--- config.mk ---
export PLATFORM = sky130hd
export DESIGN_NAME = rr_mask_arbiter
export DESIGN_NICKNAME = d
export VERILOG_FILES = /design/src/rtl/rr_mask_arbiter.sv
export SDC_FILE = /design/constraint.sdc
export NUM_CORES = 1
export LEC_CHECK = 0
export ABC_CLOCK_PERIOD_IN_PS = 1610
export BUFFER_PORTS_ARGS = -buffer_cell sky130_fd_sc_hd__buf_2
export CAP_MARGIN = 20
export CORE_AREA = 4 4 41 43
export CTS_CLUSTER_DIAMETER = 150
export DETAILED_ROUTE_END_ITERATION = 10
export DIE_AREA = 0 0 45 47
export GPL_ROUTABILITY_DRIVEN = 0
export PLACE_DENSITY_LB_ADDON = 0.12
export SYNTH_ARGS = -nofsm -noshare
export SYNTH_HDL_FRONTEND = slang
export SYNTH_SLANG_ARGS = --single-unit
--- constraint.sdc ---
create_clock -name clk -period 1.61 [get_ports clk]
set_input_delay 0.2415 -clock clk [delete_from_list [all_inputs] [get_ports clk]]
set_output_delay 0.2415 -clock clk [all_outputs]
set_load 0.005 [all_outputs]
--- src/rtl/rr_mask_arbiter.sv ---
// rtl/rr_mask_arbiter.sv - round-robin arbiter, masked/unmasked dual priority
// Registered one-hot grant with rotating pointer, software pointer load and optional grant lock.
module rr_mask_arbiter #(
  parameter int N    = 4,
  parameter bit LOCK = 1'b0,
  parameter int IW   = $clog2(N)
) (
  input  logic          clk,
  input  logic          rst_n,
  input  logic [N-1:0]  req,
  input  logic          ptr_load,
  input  logic [IW-1:0] ptr_in,
  output logic [N-1:0]  grant,
  output logic          grant_valid,
  output logic [IW-1:0] grant_idx,
  output logic [IW-1:0] ptr
);

  typedef enum logic {IDLE, OWNED} state_t;

  localparam logic [IW:0]   N_W  = (IW+1)'(N);
  localparam logic [IW-1:0] LAST = IW'(N-1);

  state_t        state_q, state_d;
  logic [N-1:0]  grant_q, grant_d;
  logic [IW-1:0] idx_q, idx_d;
  logic [IW-1:0] ptr_q, ptr_d;

  logic [N-1:0]  masked;
  logic          any_m, any_r, hold;
  logic [IW-1:0] win_m, win_r, win;

  // Masked pass looks at requests at or above ptr; the unmasked pass is the fallback.
  always_comb begin
    masked = '0;
    any_m  = 1'b0;
    any_r  = 1'b0;
    win_m  = '0;
    win_r  = '0;
    for (int i = 0; i < N; i++) begin
      masked[i] = req[i] && (i >= int'(ptr_q));
    end
    for (int i = N-1; i >= 0; i--) begin
      if (masked[i]) begin
        win_m = IW'(i);
        any_m = 1'b1;
      end
      if (req[i]) begin
        win_r = IW'(i);
        any_r = 1'b1;
      end
    end
    win = any_m ? win_m : win_r;
  end

  assign hold = LOCK && (state_q == OWNED) && req[idx_q];

  always_comb begin
    state_d = state_q;
    grant_d = grant_q;
    idx_d   = idx_q;
    ptr_d   = ptr_q;
    if (!hold) begin
      if (any_r) begin
        state_d      = OWNED;
        grant_d      = '0;
        grant_d[win] = 1'b1;
        idx_d        = win;
        ptr_d        = (win == LAST) ? '0 : win + IW'(1);
      end else begin
        state_d = IDLE;
        grant_d = '0;
        idx_d   = '0;
      end
    end
    // Software load wins over auto-advance; out-of-range values fold to 0.
    if (ptr_load) begin
      ptr_d = ({1'b0, ptr_in} >= N_W) ? '0 : ptr_in;
    end
  end

  always_ff @(posedge clk) begin
    if (!rst_n) begin
      state_q <= IDLE;
      grant_q <= '0;
      idx_q   <= '0;
      ptr_q   <= '0;
    end else begin
      state_q <= state_d;
      grant_q <= grant_d;
      idx_q   <= idx_d;
      ptr_q   <= ptr_d;
    end
  end

  assign grant       = grant_q;
  assign grant_valid = (state_q == OWNED);
  assign grant_idx   = idx_q;
  assign ptr         = ptr_q;

endmodule

Word-level counts from Yosys, hierarchy flattened --
Index checks and enable logic that the tools add are counted.
Storage, ports and cells: register bits 9, input bits 9, output and inout bits 9, word-level logic and storage cells 38
Cells by class: add/sub/neg operators 1, $lt $le $gt $ge 5, equal/unequal tests 1, muxes and demuxes 21, reductions and logical operators 6
Operator list (number):
- $mux 2 | 11
- $mux 1 | 9
- $ge 1x2->1 const A | 2
- $logic_and 1x1->1 | 4
- $lt 2x3->1 const B | 1
- $add 2x1->2 const B | 1
- $demux 1 s2 | 1
- $eq 2x2->1 const B | 1
- $ge 2x1->1 const B | 1
- $ge 2x2->1 const A | 1
- $reduce_and 2->1 | 1
- $reduce_bool 2->1 | 1

Longest topological paths before layout --
Gate-level depths: netlist (run 1).
depth after elaboration 10, mapped depth 6, mapped depth without buffers 6

Worst setup path before layout (run 1) --
No wires, ideal clock.
path type register to register, from register ptr_q[1] (netlist: ptr[1]), to register ptr_q[1] (netlist: ptr[1]), setup time 66 ps, arrival time 1583 ps, required time 1544 ps, setup slack -38 ps, stages on the path, launching flop included 7, buffers on the path 0, clock period less this slack 1648 ps, path through dfxtp_1 -> a21oi_1 -> o21a_1 -> o22ai_1 -> ha_1 -> a211o_1 -> a21boi_2
On the way: cells in the longest elaborated chain, start to end 10, elaborated cells on any way between the ends 18, classes of those cells add/sub: 1; order compare: 3; eq/ne: 1; mux: 10; reduce/logical: 3
RTL lines:
- start: declaration | line 27 | logic [IW-1:0] ptr_q, ptr_d;
- start signal: assignment | line 92 | ptr_q <= ptr_d;
- $ge 2x2->1 | line 41 | masked[i] = req[i] && (i >= int'(ptr_q));
- $logic_and 1x1->1 | line 41
- $mux 2 / $mux 1 (equally long branches) (3 in a row) | line 44 | if (masked[i]) begin
- $mux 2 (*) | line 53 | win = any_m ? win_m : win_r;
- $add 2x1->2 / $eq 2x2->1 (equally long branches) | line 69 | ptr_d = (win == LAST) ? '0 : win + IW'(1);
- $mux 2 (*) | line 69
- $mux 2 (*) | line 64 | if (any_r) begin
- $mux 2 (*) | line 77 | if (ptr_load) begin
Every way passes the cells marked *; elsewhere a longest branch is shown, timed or not. The select of a mux whose other input is x is not followed. A chain may end at the register's enable or synchronous reset.

Worst setup path after layout (run 1) --
from register ptr_q[1] (netlist: ptr[1]), to register ptr_q[1] (netlist: ptr[1])
On the way: cells in the longest elaborated chain, start to end 10, elaborated cells on any way between the ends 18, classes of those cells add/sub: 1; order compare: 3; eq/ne: 1; mux: 10; reduce/logical: 3
RTL lines:
- $ge 2x2->1 | line 41
- $logic_and 1x1->1 | line 41
- $mux 2 / $mux 1 (equally long branches) (3 in a row) | line 44
- $mux 2 (*) | line 53
- named net win[0] | line 31 | logic [IW-1:0] win_m, win_r, win;
- $add 2x1->2 / $eq 2x2->1 (equally long branches) | line 69
- $mux 2 (*) | line 69
- $mux 2 (*) | line 64
- $mux 2 (*) | line 77
The timed path passes the listed nets; every way through them passes the cells marked *. The select of a mux whose other input is x is not followed.

==> qor.csv, run 1 <==
metric,value,unit
Crit-path slowest cell,dfxtp_4,
Worst Setup Start Kind,flop,
Fin. Hold Viols,0,
post-synthesis mux area share,0.0264,
total chip power,0.541,mW
Post-synth ARST share,0,
r2r startpoint,ptr[1],
DR vias,391,
Power Dens Cells,968,mW/mm²
pre-CTS setup slack,-6.75,ps
# setup viols final,0,
CTS Hold Buffers Added,0,
synthesis-to-layout area growth,47.5,%
R2R Path End,ptr[1],
number of synthesized flops with an enable pin,0,
Die H,47,µm
IO buf count,17,
largest delay contributor family on the critical path,compound AO/OA/AOI/OAI gates,
Syn Nets,53,
run status,completed,
"Avg Cell Area, Syn",9.03,µm²
share of layout cells above drive strength 1,0.493,
CP arrival,1750,ps
adder-cell share of the synthesized area,0.0660,
postcts setup bufs,0,
largest net degree at the start of global routing,7,
diode count,0,
CP Class,reg -> reg,
largest family of logic cells by synthesized area,simple AND/OR/NAND/NOR gates,
critical path buffer and inverter count,0,
CTS buffer count,3,
R2R Setup Slk,40,ps
top-area cell type share of the netlist area,0.475,
Detailed Place HPWL,683,µm
Slew @ Worst Pin,167,ps
Leak,0.293,nW
initial detailed-routing violation count,6,
I/O pin count,18,
Critical Path Stages,6,
"Period Utilization, post-route",0.974,
Synth warnings,0,
Synth Area in XOR/XNOR,0,
Max-Slew Margin vs Limit,0.888,
Synth cell types,19,
crit-path cells,"nand2b_1, a21oi_2, nor3_2, ha_1, a211o_1, a21boi_2",
Worst Reg2Reg Path Length in Cells,6,
Nets,79,
worst path required time,1800,ps
max frequency,638,MHz
"count leader, synth",dfxtp_1,
"Cell Area, Synth",379,µm²
clock root cell,clkbuf_4,
row cnt,13,
minimum clock period after layout,1570,ps
Die ar.,0.00212,mm²
initial antenna violation count,0,
Pre-antenna DRT Iters,4,
Total Routed Length,953,µm
"Worst Setup Slack, final",42.2,ps
per-cell routed wire length,11.6,µm
post-synthesis compound-gate area fraction,0.155,
crit path from,ptr[1],
H-Tree Depth,1,
Post-Syn Instances,42,
initial core utilization,0.291,
vias in the first global route,309,
Vias/cell,4.77,
largest area contributor in the netlist,dfxtp_1,
Worst Setup EP,ptr[1],
Die Wd,45,µm
synthesis-stage register bit count,9,
CP Capture Type,flop,
Post-synth top cells,"dfxtp_1, nor2_1, inv_1",
total congestion overflow,0,
Routed Antenna Nets,0,
"CTS clk-pin slew, worst paths",60,ps
first-pass GRT wire length,1270,µm
Max Buffers Root-to-Sink,2,
critical path peak fanout,6,
synth top area cells,"dfxtp_1, ha_1, nor2_1",
CTS tree,yes,
Core Region,0.00130,mm²
Worst VDD drop,0.000425,V
HP Class,in -> reg,
post-synthesis simple-gate area fraction,0.238,
CP max stage delay,370,ps
Total GRT Usage,0.0881,
"Primary FF master, synth",dfxtp_1,
Residual DRC,0,
Final Max Tran Viols,0,
Layout Skew,0.498,ps
Clock Latency Late Sink,260,ps
max_cap viols,0,
CTS Sinks,9,
"Seq/Total Area, Yosys",0.475,
sequential cells by signal, indices dropped and copies added (netlist names):
signal / flops
grant: 4
grant_valid: 1
ptr: 2
grant_idx: 2
metal layers:
metal / global-route usage / wire (µm) / vias to the layer above
li1: - / - / 193
met1: 0.104 / 390 / 175
met2: 0.124 / 449 / 21
met3: 0.0728 / 110 / 2
met4: 0.0175 / 2 / 0
met5: 0 / 0 / -
placed cells by master, fill, tap and decap left out, drive strengths merged:
cell	n
buf	21
dfxtp	9
nor2	5
inv	4
clkbuf	4
nand2	3
a21oi	3
and3	3
o21ai	2
ha	2
nor3	2
mux2i	1
nand2b	1
o21a	1
o22ai	1
or4	1
a211o	1
a21boi	1
nor2b	1
nand3	1
worst min-delay path by stage:
stage,startpoint,endpoint,depth (start not counted)
2_1_floorplan,ptr_in[0],ptr[0],2
3_3_place_gp,ptr_in[0],ptr[0],3
3_5_place_dp,ptr_in[0],ptr[0],3
4_1_cts,ptr_in[0],ptr[0],3
5_1_grt,ptr_in[0],ptr[0],3
6_report,ptr_in[0],ptr[0],3
metrics by stage:
| stage | instances | hold WS, ps | area, µm² | setup TNS (ps) | util |
|---|---|---|---|---|---|
| floorplan | 42 | 372 | 390 | 0 | - |
| global placement | 78 | 472 | 524 | 0 | 0.403 |
| detailed placement | 78 | 469 | 524 | -6.75 | 0.403 |
| CTS | 82 | 198 | 552 | 0 | 0.424 |
| global route | 82 | 222 | 559 | -18.5 | 0.430 |
| finish | 82 | 210 | 559 | 0 | 0.430 |
kinds of logic (layout without fill, tap and decap cells):
| family | Yosys count | in the layout |
|---|---|---|
| AOI/OAI and AO/OA | 9 | 9 |
| adders and majority gates | 2 | 2 |
| buffers and inverters | 4 | 29 |
| DFF | 9 | 9 |
| muxes | 1 | 1 |
| and+or+nand+nor | 17 | 17 |
repair_timing:
item,in CTS,in global routing
gates resized for setup,1,3
endpoints found under the setup margin,1,1
pin swaps,0,1
cell type report:
cell class / count / area [µm²]
Inverter: 4 / 15.0
Clock buffer: 4 / 26.3
Tap cell: 15 / 18.8
Multi-Input combinational cell: 29 / 199
Fill cell: 142 / 742
Timing Repair Buffer: 21 / 115
Sequential cell: 9 / 185
worst reg2reg max path, cell delays in order (launching register included):
cell	delay, ps
dfxtp_4	370
nand2b_1	170
a21oi_2	180
nor3_2	70
ha_1	290
a211o_1	280
a21boi_2	140
power by group:
group	switching [mW]	internal, mW	total (mW)
Combinational	0.0545	0.0617	0.116
Clock	0.0773	0.0954	0.173
Sequential	0.0106	0.242	0.252
Total	0.142	0.399	0.541
No activity file was read; power rests on OpenSTA's default activity.
==> run 2, diff against run 1 <==
PLACE_DENSITY_LB_ADDON = unset   (was 0.12)
==> run 2 against run 1 <==
Net effect: final cell count fell by 1.2%; sequential power barely moved; first-iteration DRC count fell by 67%; sequential share of layout area rose by 0.53 points; total power fell by 2.7%; clock skew rose by 4.8 ps; largest cell class unchanged; fmax rose by 4.7%; utilization fell by 0.96 points; combinational power fell by 8%; non-clock buffer count fell by 1.
==> qor.csv, run 2 (synthesized netlist as in run 1, its figures left out) <==
metric,value,unit,change
run status,completed,,
Placed Cells,77,,-1.3%
Routed Antenna Nets,0,,unchanged
final core occ,0.420,,-0.00962
CTS buffer count,3,,unchanged
synthesis-to-layout area growth,44.2,%,
Worst Reg2Reg Path Length in Cells,6,,unchanged
share of power burned in registers,0.474,,+0.008
clock root cell,clkbuf_4,,
Leak,0.288,nW,-1.7%
max frequency,668,MHz,+4.7%
Clock Latency Late Sink,260,ps,about the same
r2r startpoint,ptr[1],,
Die ar.,0.00212,mm²,unchanged
total congestion overflow,0,,unchanged
CTS tree,yes,,
diode count,0,,unchanged
clock network power share,0.322,,+0.003
Gate power share,0.204,,-0.011
most frequent cells in the layout,"buf_2, dfxtp_1, nor2_1, inv_1",,
initial core utilization,0.291,,unchanged
Max Buffers Root-to-Sink,2,,unchanged
Fin. Hold Viols,0,,unchanged
minimum clock period after layout,1500,ps,-69.9 ps
Worst Setup EP,ptr[1],,
Cell Int Power,0.393,mW,-1.5%
Max-Slew Margin vs Limit,0.881,,-0.00646
HP Class,in -> reg,,
Die H,47,µm,unchanged
Layout Skew,5.29,ps,+4.79 ps
DR vias,373,,-4.6%
Psw,0.133,mW,-6.3%
multi-input logic area,195,µm²,-1.9%
per-cell routed wire length,9.78,µm,-16%
Detailed Place HPWL,619,µm,-9.4%
first-pass GRT wire length,1260,µm,-0.55%
postcts setup bufs,0,,unchanged
H-Tree Depth,1,,unchanged
Total GRT Usage,0.0872,,-0.000932
CP arrival,1690,ps,-60 ps
Nets,78,,-1.3%
Die Wd,45,µm,unchanged
initial detailed-routing violation count,2,,-4
Vias/cell,4.60,,-3.4%
I/O pin count,18,,unchanged
Worst Setup Start Kind,flop,,
max_cap viols,0,,unchanged
Residual DRC,0,,unchanged
"Period Utilization, post-route",0.930,,-0.0434
Worst VDD drop,0.000387,V,-8.9%
Slew @ Worst Pin,177,ps,+9.64 ps
critical path peak fanout,7,,+1
largest net degree at the start of global routing,8,,+1
CP Capture Type,flop,,
crit path from,ptr[1],,
"CTS clk-pin slew, worst paths",60,ps,about the same
IO buf count,17,,unchanged
vias in the first global route,328,,+6.1%
initial antenna violation count,0,,unchanged
Largest register FFs,4,,unchanged
Sw Ratio,0.253,,-0.00966
Core Region,0.00130,mm²,unchanged
Pre-antenna DRT Iters,4,,unchanged
Final Max Tran Viols,0,,unchanged
CTS Sinks,9,,unchanged
row cnt,13,,unchanged
share of layout cells above drive strength 1,0.455,,-0.0380
CP Class,reg -> reg,,
setup TNS,0,ps,unchanged
Filler Cell Count,134,,-5.6%
R2R Path End,ptr[1],,
"most common cell after layout, fill and taps aside",buf_2,,
# setup viols final,0,,unchanged
R2R Setup Slk,110,ps,+70 ps
Power Dens Cells,963,mW/mm²,-0.50%
RSZ-0062 raised after global routing,false,,
FF+latch area,184,µm²,-0.68%
final hold slack,207,ps,-2.45 ps
Non-Filler Instances,81,,-1.2%
worst path required time,1800,ps,about the same
Total Routed Length,792,µm,-17%
run 2: cell count changes in the layout (fill, tap and decap cells not counted), sizes merged:
cell | before | now
buf | 21 | 20
run 2: routing by layer:
| layer | vias up | share of wire | track usage | routed length [µm] |
|---|---|---|---|---|
| met1 | 165 | 0.42 | 0.0894 | 333 |
| li1 | 193 | - | - | - |
| met4 | 0 | 0 | 0.0351 | 0 |
| met5 | - | 0 | 0 | 0 |
| met3 | 0 | 0.12 | 0.0613 | 95 |
| met2 | 15 | 0.46 | 0.138 | 363 |
run 2: layout make-up:
class                           count  share of cell area
Inverter                            4              0.0275
Timing Repair Buffer               20               0.197
Multi-Input combinational cell     29               0.357
Sequential cell                     9               0.336
Tap cell                           15              0.0343
Clock buffer                        4              0.0481
run 2: what timing repair did:
| action | CTS | global route |
|---|---|---|
| hold buffers | 0 | 0 |
| pin swaps | 0 | 1 |
| setup endpoints to repair | 1 | 2 |
| hold endpoints to repair | 0 | 0 |
| gates resized for setup | 1 | 1 |
run 2: worst min-delay path by stage:
stage	startpoint	endpoint	depth (start not counted)
after detailed placement	ptr_in[0]	ptr[0]	3
after CTS	ptr_in[0]	ptr[0]	3
final	ptr_in[0]	ptr[0]	3
after global routing	ptr_in[0]	ptr[0]	3
after global placement	ptr_in[0]	ptr[0]	3
after floorplan	ptr_in[0]	ptr[0]	2
run 2: critical path, cell delays in order, from the launching register on:
cell      delay, ps
dfxtp_4         370
nand2b_1        140
a21oi_1         180
nor3_2           80
ha_1            280
a211o_1         270
a21boi_2        120
run 2: stage by stage:
step                total power, mW  area [µm²]  setup slack, ps
floorplan                     0.308         390             24.4
global placement              0.362         517             37.5
detailed placement            0.363         517             7.31
CTS                           0.538         544             55.9
global route                  0.563         547             34.7
finish                        0.527         547              112
run 2: power groups by stage:
stage / logic (mW) / registers (mW) / clock network [mW]
CTS: 0.109 / 0.250 / 0.179
global placement: 0.108 / 0.254 / 0
finish: 0.107 / 0.249 / 0.170
detailed placement: 0.109 / 0.254 / 0
global route: 0.122 / 0.251 / 0.191
floorplan: 0.0506 / 0.258 / 0
==> run 3, diff against run 2 <==
CORE_AREA = 3 3 40 42   (was 4 4 41 43)
CTS_CLUSTER_SIZE = 16   (was unset)
DIE_AREA = 0 0 43 45   (was 0 0 45 47)
==> run 3 against run 2 <==
Net effect: non-clock buffer count did not move; total power rose by 1.4%; die area fell by 8.5%; critical path depth rose by 1; wire length rose by 10%; critical endpoint unchanged; highest routed layer unchanged.
==> qor.csv, run 3 (synthesized netlist as in run 1, its figures left out) <==
metric,value,unit,change
Layout Skew,1.24,ps,-4.04 ps
CTS buffer count,3,,unchanged
total congestion overflow,0,,unchanged
setup TNS,0,ps,unchanged
Total GRT Usage,0.104,,+0.0171
R2R Path End,ptr[1],,
max frequency,652,MHz,-2.4%
Post-Layout Inst Area,548,µm²,+0.23%
"CTS clk-pin slew, worst paths",60,ps,about the same
DR vias,361,,-3.2%
CP max stage delay,360,ps,about the same
Max-Slew Margin vs Limit,0.860,,-0.0212
# setup viols final,0,,unchanged
Critical Path Stages,7,,+1
vias in the first global route,357,,+8.8%
Non-Filler Instances,81,,unchanged
Residual DRC,0,,unchanged
CP Capture Type,flop,,
Worst Setup Start Kind,flop,,
Nets,78,,unchanged
Die ar.,0.00194,mm²,-8.5%
HP Class,in -> reg,,
Worst Reg2Reg Path Length in Cells,7,,+1
Max Buffers Root-to-Sink,2,,unchanged
CTS tree,yes,,
initial antenna violation count,0,,unchanged
I/O pin count,18,,unchanged
Vias/cell,4.46,,-3.2%
CTS Hold Buffers Added,0,,unchanged
Placed Cells,76,,-1.3%
critical path buffer and inverter count,1,,+1
Largest register FFs,4,,unchanged
run status,completed,,
met1 Track Usage GR,0.104,,+0.0147
initial core utilization,0.295,,+0.00369
diode count,0,,unchanged
Pre-antenna DRT Iters,2,,-2
Routed Antenna Nets,0,,unchanged
max_cap viols,0,,unchanged
"Period Utilization, post-route",0.953,,+0.0229
CTS Sinks,9,,unchanged
Total Routed Length,875,µm,+10%
crit-path cells,"buf_4, nand2_1, nor2_1, nor3_2, ha_1, a211o_1, a21boi_2",,
largest net degree at the start of global routing,7,,-1
Leak,0.288,nW,+0.11%
Slew @ Worst Pin,209,ps,+31.6 ps
hold-critical path depth,3,,unchanged
global route hottest layer,met2,,
Die Wd,43,µm,-4.4%
final core occ,0.426,,+0.00629
worst path required time,1800,ps,about the same
M2 GR Usage,0.189,,+0.0502
Power Dens Cells,974,mW/mm²,+1.1%
Die H,45,µm,-4.3%
r2r startpoint,ptr[1],,
total chip power,0.534,mW,+1.4%
CP Class,reg -> reg,,
pre-CTS setup slack,28.3,ps,+21.0 ps
row cnt,13,,unchanged
R2R Setup Slk,80,ps,-40 ps
minimum clock period after layout,1530,ps,+36.8 ps
Clock Latency Late Sink,260,ps,about the same
synthesis-to-layout area growth,44.6,%,
per-cell routed wire length,10.8,µm,+10%
most frequent cells in the layout,"buf_2, dfxtp_1, nor2_1, inv_1",,
hold_sp,ptr_in[0],,
Detailed Place HPWL,693,µm,+12%
IO buf count,17,,unchanged
"Worst Setup Slack, final",75.3,ps,-36.8 ps
critical path peak fanout,5,,-2
Filler Cell Count,140,,+4.5%
first-pass GRT wire length,1460,µm,+16%
"most common cell after layout, fill and taps aside",buf_2,,
hold endpoint,ptr[0],,
final hold slack,219,ps,+12.2 ps
routing usage on met3,0.0637,,+0.00244
Final Max Tran Viols,0,,unchanged
Core Region,0.00128,mm²,-1.3%
Fin. Hold Viols,0,,unchanged
dpl cell area,509,µm²,-1.5%
Crit-path slowest cell,dfxtp_4,,
Worst VDD drop,0.000498,V,+29%
H-Tree Depth,1,,unchanged
CP arrival,1730,ps,+40 ps
largest delay contributor family on the critical path,compound AO/OA/AOI/OAI gates,,
share of layout cells above drive strength 1,0.470,,+0.0152
RSZ-0062 raised after global routing,true,,
initial detailed-routing violation count,4,,+2
clock root cell,clkbuf_4,,
[run 3: cell counts in the layout (fill, tap and decap cells not counted)]
Identical to the previous run, type by type.
[run 3: repair_timing]
item / CTS / global route
endpoints found under the setup margin: 0 / 2
buffers inserted: 0 / 1
resized for setup: 0 / 3
[run 3: final cells by class]
cell class                 instances  area (µm²)  area share
sequential                         9         185       0.338
multi-input combinational         29         195       0.356
clock buffer                       4        26.3      0.0479
timing repair buffer              20         108       0.196
inverter                           4        15.0      0.0274
tap                               15        18.8      0.0342
[run 3: metal layers]
layer,up-vias,wire (µm)
li1,192,-
met1,154,355
met2,15,433
met3,0,86
met4,0,0
met5,-,0
[run 3: worst max path at each step]
| stage | startpoint | end | slack, ps |
|---|---|---|---|
| after floorplan | ptr[1] | ptr[1] | 20 |
| after global placement | ptr[1] | ptr[1] | 60 |
| after detailed placement | ptr[1] | ptr[1] | 30 |
| after CTS | ptr[1] | ptr[1] | 4 |
| after global routing | ptr[1] | ptr[1] | -30 |
| final | ptr[1] | ptr[1] | 80 |
[run 3: report_power, final]
group / internal (mW) / leakage (nW) / switching, mW / total, mW
Sequential: 0.242 / 0.0753 / 0.00838 / 0.250
Clock: 0.0955 / 0.0150 / 0.0790 / 0.175
Combinational: 0.0568 / 0.198 / 0.0522 / 0.109
[run 3: worst register-to-register path: stages, from the launching register on]
cell	delay, ps
dfxtp_4	360
buf_4	140
nand2_1	50
nor2_1	40
nor3_2	230
ha_1	260
a211o_1	260
a21boi_2	120
